## src/rtl/uart_tx_sequencer.sv

```systemverilog
// uart_tx_sequencer: UART transmit framing engine with a per-frame baud divider.
// Sends start, 8 data bits (LSB first), an optional parity bit and 1 or 2 stop bits.
// The divider restarts on every accepted byte, so each bit, including the first,
// lasts exactly DIV clock cycles.
module uart_tx_sequencer #(
  parameter int CLK_FREQ_HZ = 50_000_000,
  parameter int BAUD_RATE   = 115200,
  parameter int DIV         = CLK_FREQ_HZ / BAUD_RATE
) (
  input  logic       clk,
  input  logic       rst_n,
  input  logic [7:0] tx_data,
  input  logic       tx_valid,
  output logic       tx_ready,
  input  logic       cfg_parity_en,
  input  logic       cfg_parity_odd,
  input  logic       cfg_stop2,
  output logic       tx,
  output logic       busy,
  output logic       baud_tick,
  output logic       frame_done
);

  localparam int CW = (DIV > 1) ? $clog2(DIV) : 1;
  localparam logic [CW-1:0] CNT_LAST = CW'(DIV - 1);

  typedef enum logic [2:0] {
    S_IDLE   = 3'd0,
    S_START  = 3'd1,
    S_DATA   = 3'd2,
    S_PARITY = 3'd3,
    S_STOP   = 3'd4
  } state_e;

  // Parity of a byte; odd selects odd parity (complement of the XOR reduction).
  function automatic logic parity_bit(input logic [7:0] data, input logic odd);
    return (^data) ^ odd;
  endfunction

  state_e        state_q, state_d;
  logic [CW-1:0] cnt_q, cnt_d;
  logic [2:0]    idx_q, idx_d;
  logic [7:0]    shreg_q, shreg_d;
  logic          par_en_q, par_en_d;
  logic          par_bit_q, par_bit_d;
  logic          stop2_q, stop2_d;
  logic          tx_q, tx_d;
  logic          frame_done_q, frame_done_d;
  logic          tick_s;

  assign tx_ready   = (state_q == S_IDLE);
  assign busy       = (state_q != S_IDLE);
  assign tick_s     = busy && (cnt_q == CNT_LAST);
  assign baud_tick  = tick_s;
  assign tx         = tx_q;
  assign frame_done = frame_done_q;

  // State, divider, shift register, latched config and registered line outputs.
  always_ff @(posedge clk or negedge rst_n) begin
    if (!rst_n) begin
      state_q      <= S_IDLE;
      cnt_q        <= '0;
      idx_q        <= 3'd0;
      shreg_q      <= 8'h00;
      par_en_q     <= 1'b0;
      par_bit_q    <= 1'b0;
      stop2_q      <= 1'b0;
      tx_q         <= 1'b1;
      frame_done_q <= 1'b0;
    end else begin
      state_q      <= state_d;
      cnt_q        <= cnt_d;
      idx_q        <= idx_d;
      shreg_q      <= shreg_d;
      par_en_q     <= par_en_d;
      par_bit_q    <= par_bit_d;
      stop2_q      <= stop2_d;
      tx_q         <= tx_d;
      frame_done_q <= frame_done_d;
    end
  end

  // Next-state logic: accept in IDLE, otherwise advance one bit per baud tick.
  always_comb begin
    state_d      = state_q;
    cnt_d        = cnt_q;
    idx_d        = idx_q;
    shreg_d      = shreg_q;
    par_en_d     = par_en_q;
    par_bit_d    = par_bit_q;
    stop2_d      = stop2_q;
    tx_d         = tx_q;
    frame_done_d = 1'b0;

    if (busy) begin
      cnt_d = tick_s ? '0 : cnt_q + CW'(1);
    end else begin
      cnt_d = '0;
    end

    case (state_q)
      S_IDLE: begin
        tx_d = 1'b1;
        if (tx_valid) begin
          // Config and parity are frozen here so mid-frame changes cannot leak in.
          shreg_d   = tx_data;
          par_en_d  = cfg_parity_en;
          par_bit_d = parity_bit(tx_data, cfg_parity_odd);
          stop2_d   = cfg_stop2;
          idx_d     = 3'd0;
          state_d   = S_START;
          tx_d      = 1'b0;
        end else begin
          state_d = S_IDLE;
        end
      end
      S_START: begin
        if (tick_s) begin
          state_d = S_DATA;
          tx_d    = shreg_q[0];
          shreg_d = {1'b0, shreg_q[7:1]};
          idx_d   = 3'd0;
        end else begin
          state_d = S_START;
        end
      end
      S_DATA: begin
        if (tick_s) begin
          if (idx_q == 3'd7) begin
            idx_d = 3'd0;
            if (par_en_q) begin
              state_d = S_PARITY;
              tx_d    = par_bit_q;
            end else begin
              state_d = S_STOP;
              tx_d    = 1'b1;
            end
          end else begin
            idx_d   = idx_q + 3'd1;
            tx_d    = shreg_q[0];
            shreg_d = {1'b0, shreg_q[7:1]};
          end
        end else begin
          state_d = S_DATA;
        end
      end
      S_PARITY: begin
        if (tick_s) begin
          state_d = S_STOP;
          tx_d    = 1'b1;
          idx_d   = 3'd0;
        end else begin
          state_d = S_PARITY;
        end
      end
      S_STOP: begin
        tx_d = 1'b1;
        if (tick_s) begin
          // idx counts stop bits already completed; a second one only with stop2.
          if (stop2_q && (idx_q == 3'd0)) begin
            idx_d = 3'd1;
          end else begin
            idx_d        = 3'd0;
            state_d      = S_IDLE;
            frame_done_d = 1'b1;
          end
        end else begin
          state_d = S_STOP;
        end
      end
      default: begin
        state_d = S_IDLE;
        tx_d    = 1'b1;
        cnt_d   = '0;
        idx_d   = 3'd0;
      end
    endcase
  end

endmodule

```

## config.mk

```make
export PLATFORM = sky130hd
export DESIGN_NAME = uart_tx_sequencer
export DESIGN_NICKNAME = d
export VERILOG_FILES = /design/src/rtl/uart_tx_sequencer.sv
export SDC_FILE = /design/constraint.sdc
export NUM_CORES = 1
export LEC_CHECK = 0
export CAP_MARGIN = 30
export CORE_MARGIN = 5
export CORE_UTILIZATION = 55
export CTS_CLUSTER_SIZE = 8
export DETAILED_ROUTE_END_ITERATION = 6
export DONT_BUFFER_PORTS = 1
export GPL_TIMING_DRIVEN = 0
export PLACE_DENSITY = 0.77
export SYNTH_ARGS = -nofsm -noshare
export SYNTH_HDL_FRONTEND = slang
export SYNTH_SLANG_ARGS = --single-unit
```

## constraint.sdc

```tcl
create_clock -name clk -period 3.97 [get_ports clk]
set_clock_uncertainty 0.05 [all_clocks]
set_input_delay 0 -clock clk [delete_from_list [all_inputs] [get_ports clk]]
set_output_delay 0 -clock clk [all_outputs]
set_load 0.005 [all_outputs]
```

### After elaboration in Yosys (flattened, before gate mapping)

Cells that the tools add are included.

| word-level totals | value |
|---|---|
| bits in registers | 28 |
| input bits | 14 |
| word-level logic and storage cells | 75 |

| cells by class | value |
|---|---|
| bitwise operators | 1 |
| mux-type cells | 34 |
| reduce and logical (&&, ||, !) cells | 14 |
| add/subtract/negate cells | 2 |
| equality and inequality tests | 15 |

Operators with widths:

| cell | count |
|---|---|
| $mux W3 | 11 |
| $mux W8 | 4 |
| $mux W9 | 3 |
| $pmux W8 S3 | 1 |
| $pmux W3 S5 | 1 |
| $ne A2 B2 Y1 const B | 6 |
| $pmux W3 S4 | 1 |
| $mux W1 | 11 |
| $add A9 B1 Y9 const B | 1 |
| $eq A9 B9 Y1 const B | 1 |
| $reduce_xor A8 Y1 | 1 |
| $eq A3 B2 Y1 const B | 2 |
| $eq A3 B3 Y1 const B | 2 |
| $logic_not A3 Y1 | 2 |
| $ne A3 B3 Y1 const B | 2 |
| $reduce_bool A3 Y1 | 2 |
| $reduce_and A5 Y1 | 1 |
| $reduce_or A5 Y1 | 1 |
| $pmux W1 S4 | 1 |
| $reduce_and A2 Y1 | 2 |
| $reduce_and A4 Y1 | 1 |
| $add A3 B1 Y3 const B | 1 |
| $eq A3 B1 Y1 const B | 1 |
| $reduce_and A3 Y1 | 1 |
| other kinds (5) | 6 |

### Depth between registers and ports, before layout

Gate-level depths: netlist of the first run.

| logic depth | value |
|---|---|
| depth after elaboration | 5 |
| gate-level depth with buffers | 7 |
| gate-level depth less buffers | 6 |

### Worst setup path before layout of the first run

OpenSTA, ideal clock, no wires.

| timing | value |
|---|---|
| path kind | flip-flop to flip-flop |
| from | register cnt_q[3] |
| to | register idx_q[0] |
| required time | 3.795 ns |
| stages on the path, launching flop included | 5 |
| arrival | 1.740 ns |
| clock period less this slack | 1.915 ns |
| setup time | 0.125 ns |
| slack | 2.055 ns |
| cell sequence | dfrtp_1 -> or4b_4 -> o22ai_4 -> o41ai_2 -> mux2_4 |

| on the way | value |
|---|---|
| word-level cells in the longest chain between the ends | 4 |
| elaborated cells on any way between the ends | 6 |
| those cells by class | 4 x eq/ne; 2 x reduce/logical |

RTL lines:

| element | line | RTL |
|---|---|---|
| from (decl) | 41 | `logic [CW-1:0] cnt_q, cnt_d;` |
| from (signal assigned) | 72 | `cnt_q <= cnt_d;` |
| $eq A9 B9 Y1 (*) | 53 | `assign tick_s = busy && (cnt_q == CNT_LAST);` |
| $logic_and A1 B1 Y1 (*) | 53 |  |
| $ne A2 B2 Y1 (no line) / $ne A2 B1 Y1 (equally long branches) | - |  |
| $reduce_and A4 Y1 (no line) (*) | - |  |
| to (signal assigned) | 73 | `idx_q <= idx_d;` |
| to (decl) | 42 | `logic [2:0] idx_q, idx_d;` |

Mark *: on every way between the ends. The rest lies on a longest branch, timed or not.
A chain may end at the register's enable or synchronous reset.

### Final worst setup path of the first run

| timing | value |
|---|---|
| from | register state_q[1] |
| to | register stop2_q |

| on the way | value |
|---|---|
| word-level cells in the longest chain between the ends | 2 |

RTL lines:

| element | line | RTL |
|---|---|---|
| from (decl) | 40 | `state_e state_q, state_d;` |
| from (signal assigned) | 71 | `state_q <= state_d;` |
| $logic_not A3 Y1 | - |  |
| via tx_ready | 14 | `output logic tx_ready,` |
| $reduce_and A2 Y1 (no line) | - |  |
| to (signal assigned) | 77 | `stop2_q <= stop2_d;` |
| to (decl) | 46 | `logic stop2_q, stop2_d;` |

The timed path passes the listed nets, and every way through them passes these cells.

==> summary.txt, run 1 <==
post-route ant nets: 0
CTS tree: done
Post-Place Setup Slack: 1.911 ns
startpoint of the most critical register-to-register path: state_q[1]
number of iterations in the first detailed-routing pass: 4
data arrival time of the worst path: 2.70 ns
final core utilization: 66.49%
Post-Layout Inst Area: 1849 um2
global-route usage over all layers: 16.87%
final routed wirelength across all metal layers: 3192 um
worst-case headroom to the max-slew limit: 54.95%
die footprint: 4083 um2
ranking of synthesized cells by area: dfrtp_1 42%, mux2_2 12%, xnor2_1 4.4%
IO buf count: 0
worst skew pair latency: 0.33 ns
count of final setup violators: 0
slack of the critical path: 1.450 ns
die span in x: 63.90 um
power density of the placed cells: 275.8 nW/um2
leakage power figure: 0.0008264 uW
global-route wire length before repair: 5595 um
cell count after synthesis: 148
critical path type: register to register
# placed instances: 179
Setup crit end kind: register
total clock sinks: 28
leading post-synthesis cells by instance count: 27 x dfrtp_1, 17 x mux2_2, 11 x nor2_1
DRC violation total after the first TritonRoute iteration: 92
die span in y: 63.90 um
post-CTS setup buffers: 0
setup repair after global routing missed its margin: false
signed area change from the synthesized netlist to the final layout: 15.74%
final-layout fill cell count: 204
row cnt: 19
post-synth net total: 167
Critical R2R Capture: stop2_q
proportion of netlist area held by the largest area contributor: 42.29%
crit path max fanout: 10
area of the placeable core: 2781 um2
final layout net count: 187
Reg clk slew, reported paths: 0.15 ns
footprint of the flip-flops and latches: 701.9 um2
Setup crit start: state_q[1]
Worst IR Drop VDD: 0.2643 mV
post-route fraction of the period consumed by the critical path: 63.48%
non-filler cells, final: 198
Multi-input gate area: 837.1 um2
H-tree level count: 1
share of the yosys chip area belonging to registers: 43.93%
final total negative setup slack: 0 ns
Routed WL per cell: 16.12 um
count of yosys warnings during synthesis: 0
clk buf depth: 2
CP Data Required Time: 4.15 ns
synthesized flop and latch total: 28
Maximum Capacitance Violations: 0
Async SR Flop Fraction: 100.0%
detailed-route via count: 1,152
capture point of the worst path: stop2_q
prevailing post-synth register cell: dfrtp_1
half-perimeter wire length after placement: 2231 um
Netlist Area Pre-Place: 1598 um2
DRC violation count after routing: 0
worst hold-check path type: primary input to async pin
ant diodes: 0
highest achievable clock rate: 396.8 MHz
count of pins on the block boundary: 19
number of antenna violations at the first check in global routing: 0
largest net degree at the start of global routing: 29
via density per instance: 5.818
actual slew at the worst max-slew pin: 0.6732 ns
RePlAce Congestion: 0.8876
initial standard-cell utilization of the core: 57.44%
count of flip-flops with a built-in enable after synthesis: 0
aggregate global routing overflow: 0
most area-hungry cell type in the Yosys netlist: dfrtp_1
most frequent cell after synthesis: dfrtp_1
total clock buffers created by CTS: 3
CP startpoint kind: register
count of final max-slew check failures: 0
Mean Syn Cell Area: 10.80 um2
fraction of layout instances using a drive strength above 1: 20.36%
number of cells traversed by the worst register-to-register path: 6
worst setup slack for register-to-register paths: 1.45 ns
number of global-route vias before repair: 1,224
clock period minus final worst setup slack: 2.520 ns
unique cell type count in the Yosys netlist: 40
cell chosen for the clock root: clkbuf_4
status: finished, final reports clean
instance area after placement: 1637 um2
Hold Fails Final Rpt: 0
## flip-flops by register name, summed over array words and instances, names as in the netlist
signal and flops:
shreg_q 8, cnt_q 9, par_en_q 1, idx_q 3
state_q 3, par_bit_q 1, stop2_q 1, tx 1
frame_done 1
## repair_timing
| item | CTS | global route |
|---|---|---|
| hold endpoints to repair | 44 | 0 |
| hold buffers | 15 | 0 |
| resized for setup | 0 | 0 |
## final cells by class
type	instances	share of cell area, %
flip-flops and latches	28	37.96
clock buffers	3	1.218
multi-input cells	105	45.26
inverters	9	1.827
repair buffers	15	8.660
clock inverters	1	1.624
well taps	31	2.097
plain buffers	6	1.353
## cells by family after synthesis
kind of cell             after synthesis  synth area share (%)
multiplexers                          20                 14.49
AO/OA/AOI/OAI                         25                 11.98
adder cells (fa/ha/maj)                5                 3.915
flip-flops                            28                 43.93
buffers and inverters                 15                 3.681
AND/OR/NAND/NOR                       42                 14.02
XOR/XNOR                              13                 7.987
## routing by layer
metal | part of all wire, % | global-route usage [%] | wire length (um)
met1 | 43 | 21.12 | 1377
met2 | 51 | 29.40 | 1643
met3 | 4.0 | 2.802 | 127
met4 | 1.4 | 5.455 | 44
met5 | 0 | 0 | 0
## report_power, final
part           total (uW)  switching [uW]  internal, uW
clock network         188            85.6           102
logic                35.6            14.1          21.5
registers             287           0.403           286
## critical path, cell delays in order, from the launching register on
cell and delay (ns):
dfrtp_1 0.39, buf_2 0.16, clkbuf_1 0.22, nor3_1 0.46
nand2_1 0.26, mux2_2 0.32, dlygate4sd3_1 0.56
## cell usage in the layout (no fill, tap or decap), types with 2 or more instances in the layout
master and count:
mux2_4 2, nor3b_1 3, dfrtp_1 27, or3_1 2, nand2_1 7, clkbuf_1 2
xnor2_1 8, clkbuf_4 3, nand3_1 7, nor2_1 11, and3_1 2, inv_1 9
buf_1 2, mux2_2 17, o22ai_1 2, dlygate4sd3_1 14, xor2_1 4, nor3_1 3
o2111ai_1 2, buf_2 2, o21ai_0 4, a21oi_1 8, ha_1 5
## metrics by stage
stage	hold WS (ns)	total power (uW)
2_1_floorplan	-0.3456	307.3
3_3_place_gp	-0.3449	308.7
3_5_place_dp	-0.3449	309.9
4_1_cts	0.02783	514.7
5_1_grt	0.01534	532.9
6_report	0.02353	510.1
## how the worst min path moves through the flow
stage | from | endpoint | depth (start not counted)
final | rst_n | frame_done | 2
after detailed placement | rst_n | idx_q[1] | 0
after CTS | tx_data[4] | par_bit_q | 4
after floorplan | rst_n | cnt_q[0] | 0
after global placement | rst_n | idx_q[0] | 0
after global routing | rst_n | frame_done | 2
(Power assumes the default switching activity.)
==> run 2, diff against run 1 <==
==> constraint.sdc (replaced) <==
create_clock -name clk -period 2.6 [get_ports clk]
set_clock_uncertainty 0.05 [all_clocks]
set_input_delay 0 -clock clk [delete_from_list [all_inputs] [get_ports clk]]
set_output_delay 0 -clock clk [all_outputs]
set_load 0.005 [all_outputs]
==> run 2 against run 1 <==
First-iteration DRC count increased by 4.3%. Via count increased by 1.1%. Fmax increased by 8.7%. Die area unchanged. Wire length increased by 0.81%. Design area increased by 0.27%. Worst hold slack improved by 0.0021 ns. Register-to-register slack got worse by 1.2 ns. Sequential share of layout area decreased by 0.10 points. Sequential cell count unchanged. Total power increased by 52%. Largest power group unchanged.
==> summary.txt, run 2 (synthesized netlist as in run 1, its figures left out) <==
worst hold-check path type: primary input to async pin
Hold Fails Final Rpt: 0 (unchanged)
ant diodes: 0 (unchanged)
status: finished, final reports clean
CP startpoint kind: register
fraction of layout instances using a drive strength above 1: 20.96% (+0.60 points)
post-route fraction of the period consumed by the critical path: 89.20% (+26 points)
most frequent cells in the layout: 27 x dfrtp_1, 17 x mux2_2, 14 x dlygate4sd3_1, 11 x nor2_1, 9 x inv_1
RePlAce Congestion: 0.8876 (unchanged)
number of global-route vias before repair: 1,224 (unchanged)
highest achievable clock rate: 431.2 MHz (+8.7%)
post-route ant nets: 0 (unchanged)
most common cell after layout, fill and taps aside: dfrtp_1
total clock buffers created by CTS: 3 (unchanged)
number of antenna violations at the first check in global routing: 0 (unchanged)
worst-path cell chain: buf_2, clkbuf_1, nor3_2, nand2_1, mux2_2, dlygate4sd3_1
largest registers ranked by flip-flop count: cnt_q x9, shreg_q x8
delay of the slowest cell on the worst path: 0.56 ns (about the same)
aggregate global routing overflow: 0 (unchanged)
Worst IR Drop VDD: 0.4025 mV (+52%)
leakage power figure: 0.0008277 uW (+0.16%)
power density of the placed cells: 419.5 nW/um2 (+52%)
critical path type: register to register
setup repair after global routing missed its margin: false
actual slew at the worst max-slew pin: 0.6696 ns (-0.003608 ns)
clock period minus final worst setup slack: 2.319 ns (-0.2012 ns)
count of final max-slew check failures: 0 (unchanged)
detailed-route via count: 1,165 (+1.1%)
data arrival time of the worst path: 2.50 ns (-0.20 ns)
global-route wire length before repair: 5595 um (unchanged)
CP Data Required Time: 2.78 ns (-1.37 ns)
Reg clk slew, reported paths: 0.15 ns (about the same)
crit path max fanout: 10 (unchanged)
final total negative setup slack: 0 ns (unchanged)
Top reg by flops: cnt_q
final routed wirelength across all metal layers: 3218 um (+0.81%)
cell chosen for the clock root: clkbuf_4
die footprint: 4083 um2 (unchanged)
total clock sinks: 28 (unchanged)
H-tree level count: 1 (unchanged)
count of pins on the block boundary: 19 (unchanged)
flip-flop count of the largest register, all copies and words added: 9 (unchanged)
worst skew pair latency: 0.33 ns (about the same)
final core utilization: 66.67% (+0.18 points)
DRC violation total after the first TritonRoute iteration: 96 (+4.3%)
IO buf count: 0 (unchanged)
via density per instance: 5.884 (+1.1%)
row cnt: 19 (unchanged)
critical path's top delay family: buffers and inverters
clk buf depth: 2 (unchanged)
post-CTS setup buffers: 0 (unchanged)
number of buffer and inverter stages on the critical path: 3 (unchanged)
Maximum Capacitance Violations: 0 (unchanged)
final layout net count: 187 (unchanged)
die span in y: 63.90 um (unchanged)
Post-Place Setup Slack: 0.5414 ns (-1.370 ns)
largest net degree at the start of global routing: 29 (unchanged)
signed area change from the synthesized netlist to the final layout: 16.05%
Setup crit end kind: register
global-route usage over all layers: 16.87% (unchanged)
number of iterations in the first detailed-routing pass: 4 (unchanged)
Routed WL per cell: 16.25 um (+0.81%)
count of final setup violators: 0 (unchanged)
cell with the biggest individual delay on the critical path: dlygate4sd3_1
die span in x: 63.90 um (unchanged)
initial standard-cell utilization of the core: 57.44% (unchanged)
CTS tree: done
area of the placeable core: 2781 um2 (unchanged)
worst-case headroom to the max-slew limit: 55.19% (+0.24 points)
slack of the critical path: 0.2809 ns (-1.169 ns)
DRC violation count after routing: 0 (unchanged)
half-perimeter wire length after placement: 2231 um (unchanged)
run 2: cell counts in the layout (fill, tap and decap cells not counted):
No cell type changed its count.
run 2: where the power goes:
part	switching (uW)	internal [uW]	leakage [uW]
clock	130	156	0.0000279
sequential	0.614	437	0.000363
combinational	21.7	32.8	0.000437
run 2: timing repair:
action | CTS | global route
gates resized for setup | 0 | 1
hold endpoints to repair | 44 | 0
hold buffers | 15 | 0
setup endpoints to repair | 0 | 2
run 2: layout make-up:
| cell class | count | area [um2] |
|---|---|---|
| fillers | 205 | 927.1 |
| multi-input cells | 105 | 842.1 |
| flip-flops and latches | 28 | 701.9 |
| repair buffers | 15 | 160.2 |
| well taps | 31 | 38.79 |
| inverters | 9 | 33.78 |
| clock inverters | 1 | 30.03 |
| plain buffers | 6 | 25.02 |
| clock buffers | 3 | 22.52 |
run 2: worst paths after layout:
check	startpoint	endpoint	slack (ns)	cells after the start
worst min register to register	cnt_q[0]	cnt_q[0]	0.45	1
min in group clk	tx_data[4]	par_bit_q	0.03	4
worst max-delay path	state_q[1]	stop2_q	0.28	6
max in group asynchronous	rst_n	tx	2.24	2
worst min-delay path	rst_n	frame_done	0.03	2
worst max register to register	state_q[1]	stop2_q	0.28	6
run 2: per-stage QoR:
| step | instance area, um2 | std cells | hold WS, ns | power [uW] |
|---|---|---|---|---|
| after floorplan | 1598 | 148 | -0.3456 | 469.3 |
| after global placement | 1637 | 179 | -0.3449 | 471.4 |
| after detailed placement | 1637 | 179 | -0.3449 | 473.2 |
| after CTS | 1849 | 198 | 0.02783 | 785.9 |
| after global routing | 1854 | 198 | 0.01534 | 813.6 |
| final | 1854 | 198 | 0.02561 | 777.9 |
run 2: routing by layer:
| layer | global-route usage, % | wire [um] | part of all wire, % | up-vias |
|---|---|---|---|---|
| met5 | 0 | 0 | 0 | - |
| met4 | 5.455 | 30 | 0.93 | 0 |
| met3 | 2.802 | 148 | 4.6 | 4 |
| met2 | 29.40 | 1665 | 52 | 29 |
| met1 | 21.12 | 1374 | 43 | 569 |
| li1 | - | - | - | 563 |
==> run 3, diff against run 2 <==
--- a/config.mk
+++ b/config.mk
@@ -5,14 +5,14 @@
 export SDC_FILE = /design/constraint.sdc
 export NUM_CORES = 1
 export LEC_CHECK = 0
+export BUFFER_PORTS_ARGS = -buffer_cell sky130_fd_sc_hd__buf_2
 export CAP_MARGIN = 30
 export CORE_MARGIN = 5
 export CORE_UTILIZATION = 55
 export CTS_CLUSTER_SIZE = 8
 export DETAILED_ROUTE_END_ITERATION = 6
-export DONT_BUFFER_PORTS = 1
 export GPL_TIMING_DRIVEN = 0
-export PLACE_DENSITY = 0.77
+export PLACE_DENSITY = 0.83
 export SYNTH_ARGS = -nofsm -noshare
 export SYNTH_HDL_FRONTEND = slang
 export SYNTH_SLANG_ARGS = --single-unit
==> run 3 against run 2 <==
Die area is the same. Fmax grew 7.5%. Clock power is essentially flat. Register-to-register slack gained 0.24 ns. Via count grew 6.1%. Core utilization grew 0.54 points. Critical path type is now register to output pin. Sequential share of layout area shrank 0.30 points.
==> summary.txt, run 3 (synthesized netlist as in run 1, its figures left out) <==
leakage power figure: 0.0008646 uW (+4.5%)
worst setup slack for register-to-register paths: 0.52 ns (+0.24 ns)
most common cell after layout, fill and taps aside: dfrtp_1
critical path type: register to output pin
instance area after placement: 1727 um2 (+5.5%)
Setup crit end kind: output pin
setup repair after global routing missed its margin: false
number of cells traversed by the worst register-to-register path: 4 (-2)
number of global-route vias before repair: 1,241 (+1.4%)
Maximum Capacitance Violations: 0 (unchanged)
delay of the slowest cell on the worst path: 0.59 ns (+0.03 ns)
number of iterations in the first detailed-routing pass: 4 (unchanged)
Reg clk slew, reported paths: 0.15 ns (about the same)
PnR Total Power: 784.7 uW (+0.87%)
Worst IR Drop VDD: 0.5976 mV (+48%)
post-route fraction of the period consumed by the critical path: 82.97% (-6.2 points)
Int Pwr: 626.9 uW (+0.15%)
final-layout fill cell count: 202 (-1.5%)
half-perimeter wire length after placement: 2336 um (+4.7%)
IO buf count: 18 (+18)
DRC violation count after routing: 0 (unchanged)
via density per instance: 5.886 (about the same)
largest net degree at the start of global routing: 29 (unchanged)
Hold Startpoint: tx_data[7]
ant diodes: 0 (unchanged)
post-route ant nets: 0 (unchanged)
hold path endpoint: shreg_q[7]
global-route usage over all layers: 16.31% (-0.56 points)
die span in x: 63.90 um (unchanged)
CP Data Required Time: 2.55 ns (-0.23 ns)
H-tree level count: 1 (unchanged)
crit path max fanout: 6 (-4)
final total negative setup slack: 0 ns (unchanged)
row cnt: 19 (unchanged)
met2 Use GR: 28.39% (-1.0 points)
cell chosen for the clock root: clkbuf_4
largest registers ranked by flip-flop count: cnt_q x9, shreg_q x8
switching power total: 157.8 uW (+3.9%)
CTS tree: done
area of the placeable core: 2781 um2 (unchanged)
Routed WL per cell: 15.00 um (-7.7%)
count of final setup violators: 0 (unchanged)
worst skew pair latency: 0.34 ns (about the same)
worst hold-check path type: primary input to register
actual slew at the worst max-slew pin: 0.6266 ns (-0.04301 ns)
highest-utilization routing layer at the global route stage: met2
initial standard-cell utilization of the core: 57.44% (unchanged)
Clk network pwr share: 36.9% (+0.2 points)
highest achievable clock rate: 463.5 MHz (+7.5%)
worst-case headroom to the max-slew limit: 58.07% (+2.9 points)
met3 global-route usage: 4.378% (+1.6 points)
die span in y: 63.90 um (unchanged)
post-cts repair resize count: 0 (unchanged)
total clock buffers created by CTS: 3 (unchanged)
clock period minus final worst setup slack: 2.157 ns (-0.1618 ns)
startpoint of the most critical register-to-register path: cnt_q[3]
die footprint: 4083 um2 (unchanged)
cell with the biggest individual delay on the critical path: or4b_4
non-filler cells, final: 210 (+6.1%)
global-route wire length before repair: 5423 um (-3.1%)
worst-path cell chain: or4b_4, or2_2, clkbuf_1, nor2_1, buf_2
most frequent cells in the layout: 27 x dfrtp_1, 20 x buf_2, 17 x mux2_2, 11 x nor2_1
Post-Layout Inst Area: 1869 um2 (+0.81%)
switching portion of total power: 20.11% (+0.58 points)
status: finished, final reports clean
power density of the placed cells: 419.8 nW/um2 (about the same)
critical path's top delay family: simple AND/OR/NAND/NOR gates
clk buf depth: 2 (unchanged)
final routed wirelength across all metal layers: 3149 um (-2.1%)
Critical R2R Capture: idx_q[2]
# placed instances: 197 (+10%)
count of final max-slew check failures: 0 (unchanged)
total clock sinks: 28 (unchanged)
count of pins on the block boundary: 19 (unchanged)
DRC violation total after the first TritonRoute iteration: 135 (+41%)
flip-flop count of the largest register, all copies and words added: 9 (unchanged)
aggregate global routing overflow: 0 (unchanged)
signed area change from the synthesized netlist to the final layout: 16.99%
number of antenna violations at the first check in global routing: 0 (unchanged)
Hold Fails Final Rpt: 0 (unchanged)
sequential group share of total power: 55.7% (-0.6 points)
RePlAce Congestion: 0.9204 (+3.7%)
data arrival time of the worst path: 2.11 ns (-0.39 ns)
detailed-route via count: 1,236 (+6.1%)
final worst hold slack: 0.01736 ns (-0.008249 ns)
fraction of layout instances using a drive strength above 1: 28.49% (+7.5 points)
global-route track usage on met1: 19.64% (-1.5 points)
relative contribution of combinational cells to total power: 7.4% (+0.4 points)
number of cells traversed by the worst hold path: 3
Top reg by flops: cnt_q
number of buffer and inverter stages on the critical path: 2 (-1)
CP startpoint kind: register
final layout net count: 199 (+6.4%)
-- run 3: changes by cell type in the layout (fill, tap and decap cells not counted) --
| cell | previous run | this run |
|---|---|---|
| buf_2 | 2 | 20 |
| dlygate4sd3_1 | 14 | 9 |
| buf_12 | 1 | 0 |
| nor3_1 | 2 | 3 |
| nor3_2 | 1 | 0 |
-- run 3: worst max path at each step --
stage / startpoint / endpoint / slack (ns) / depth (start not counted)
2_1_floorplan: cnt_q[3] / idx_q[0] / 0.69 / 4
3_3_place_gp: cnt_q[3] / idx_q[2] / 0.58 / 4
3_5_place_dp: cnt_q[3] / idx_q[0] / 0.54 / 4
4_1_cts: cnt_q[3] / baud_tick / 0.45 / 5
5_1_grt: cnt_q[3] / baud_tick / 0.34 / 5
6_report: cnt_q[3] / baud_tick / 0.44 / 5
-- run 3: power by group through the flow --
stage	logic [uW]	clock network (uW)	registers, uW
2_1_floorplan	23.6	0	446
3_3_place_gp	47.5	0	445
3_5_place_dp	48.5	0	445
4_1_cts	58.9	297	438
5_1_grt	62.4	315	438
6_report	57.9	289	437
-- run 3: worst min-delay path, stage by stage --
cell     delay, ns
buf_2         0.09
nor2b_1       0.13
mux2_2        0.16
-- run 3: timing repair --
| action | 4_1_cts | 5_1_grt |
|---|---|---|
| hold buffers | 9 | 0 |
| setup buffers | 0 | 0 |
| endpoints found under the setup margin | 0 | 0 |
| hold endpoints to repair | 36 | 0 |
-- run 3: routing by layer --
metal | wire (um) | part of all wire (%)
met1 | 1279 | 41
met2 | 1661 | 53
met3 | 151 | 4.8
met4 | 57 | 1.8
met5 | 0 | 0
-- run 3: area by class of cell --
| cell class | count | area [um2] | area share [%] |
|---|---|---|---|
| sequential | 28 | 701.9 | 37.55 |
| clock inverter | 1 | 30.03 | 1.606 |
| timing repair buffer | 27 | 180.2 | 9.639 |
| clock buffer | 3 | 22.52 | 1.205 |
| inverter | 9 | 33.78 | 1.807 |
| buffer | 6 | 25.02 | 1.339 |
| multi-input combinational | 105 | 837.1 | 44.78 |
| tap | 31 | 38.79 | 2.075 |
-- run 3: through the flow --
| stage | setup slack, ns | utilization (%) |
|---|---|---|
| after floorplan | 0.6853 | - |
| after global routing | 0.3433 | 67.21 |
| final | 0.4427 | 67.21 |
| after detailed placement | 0.5372 | 62.08 |
| after global placement | 0.5771 | 62.08 |
| after CTS | 0.4452 | 67.21 |
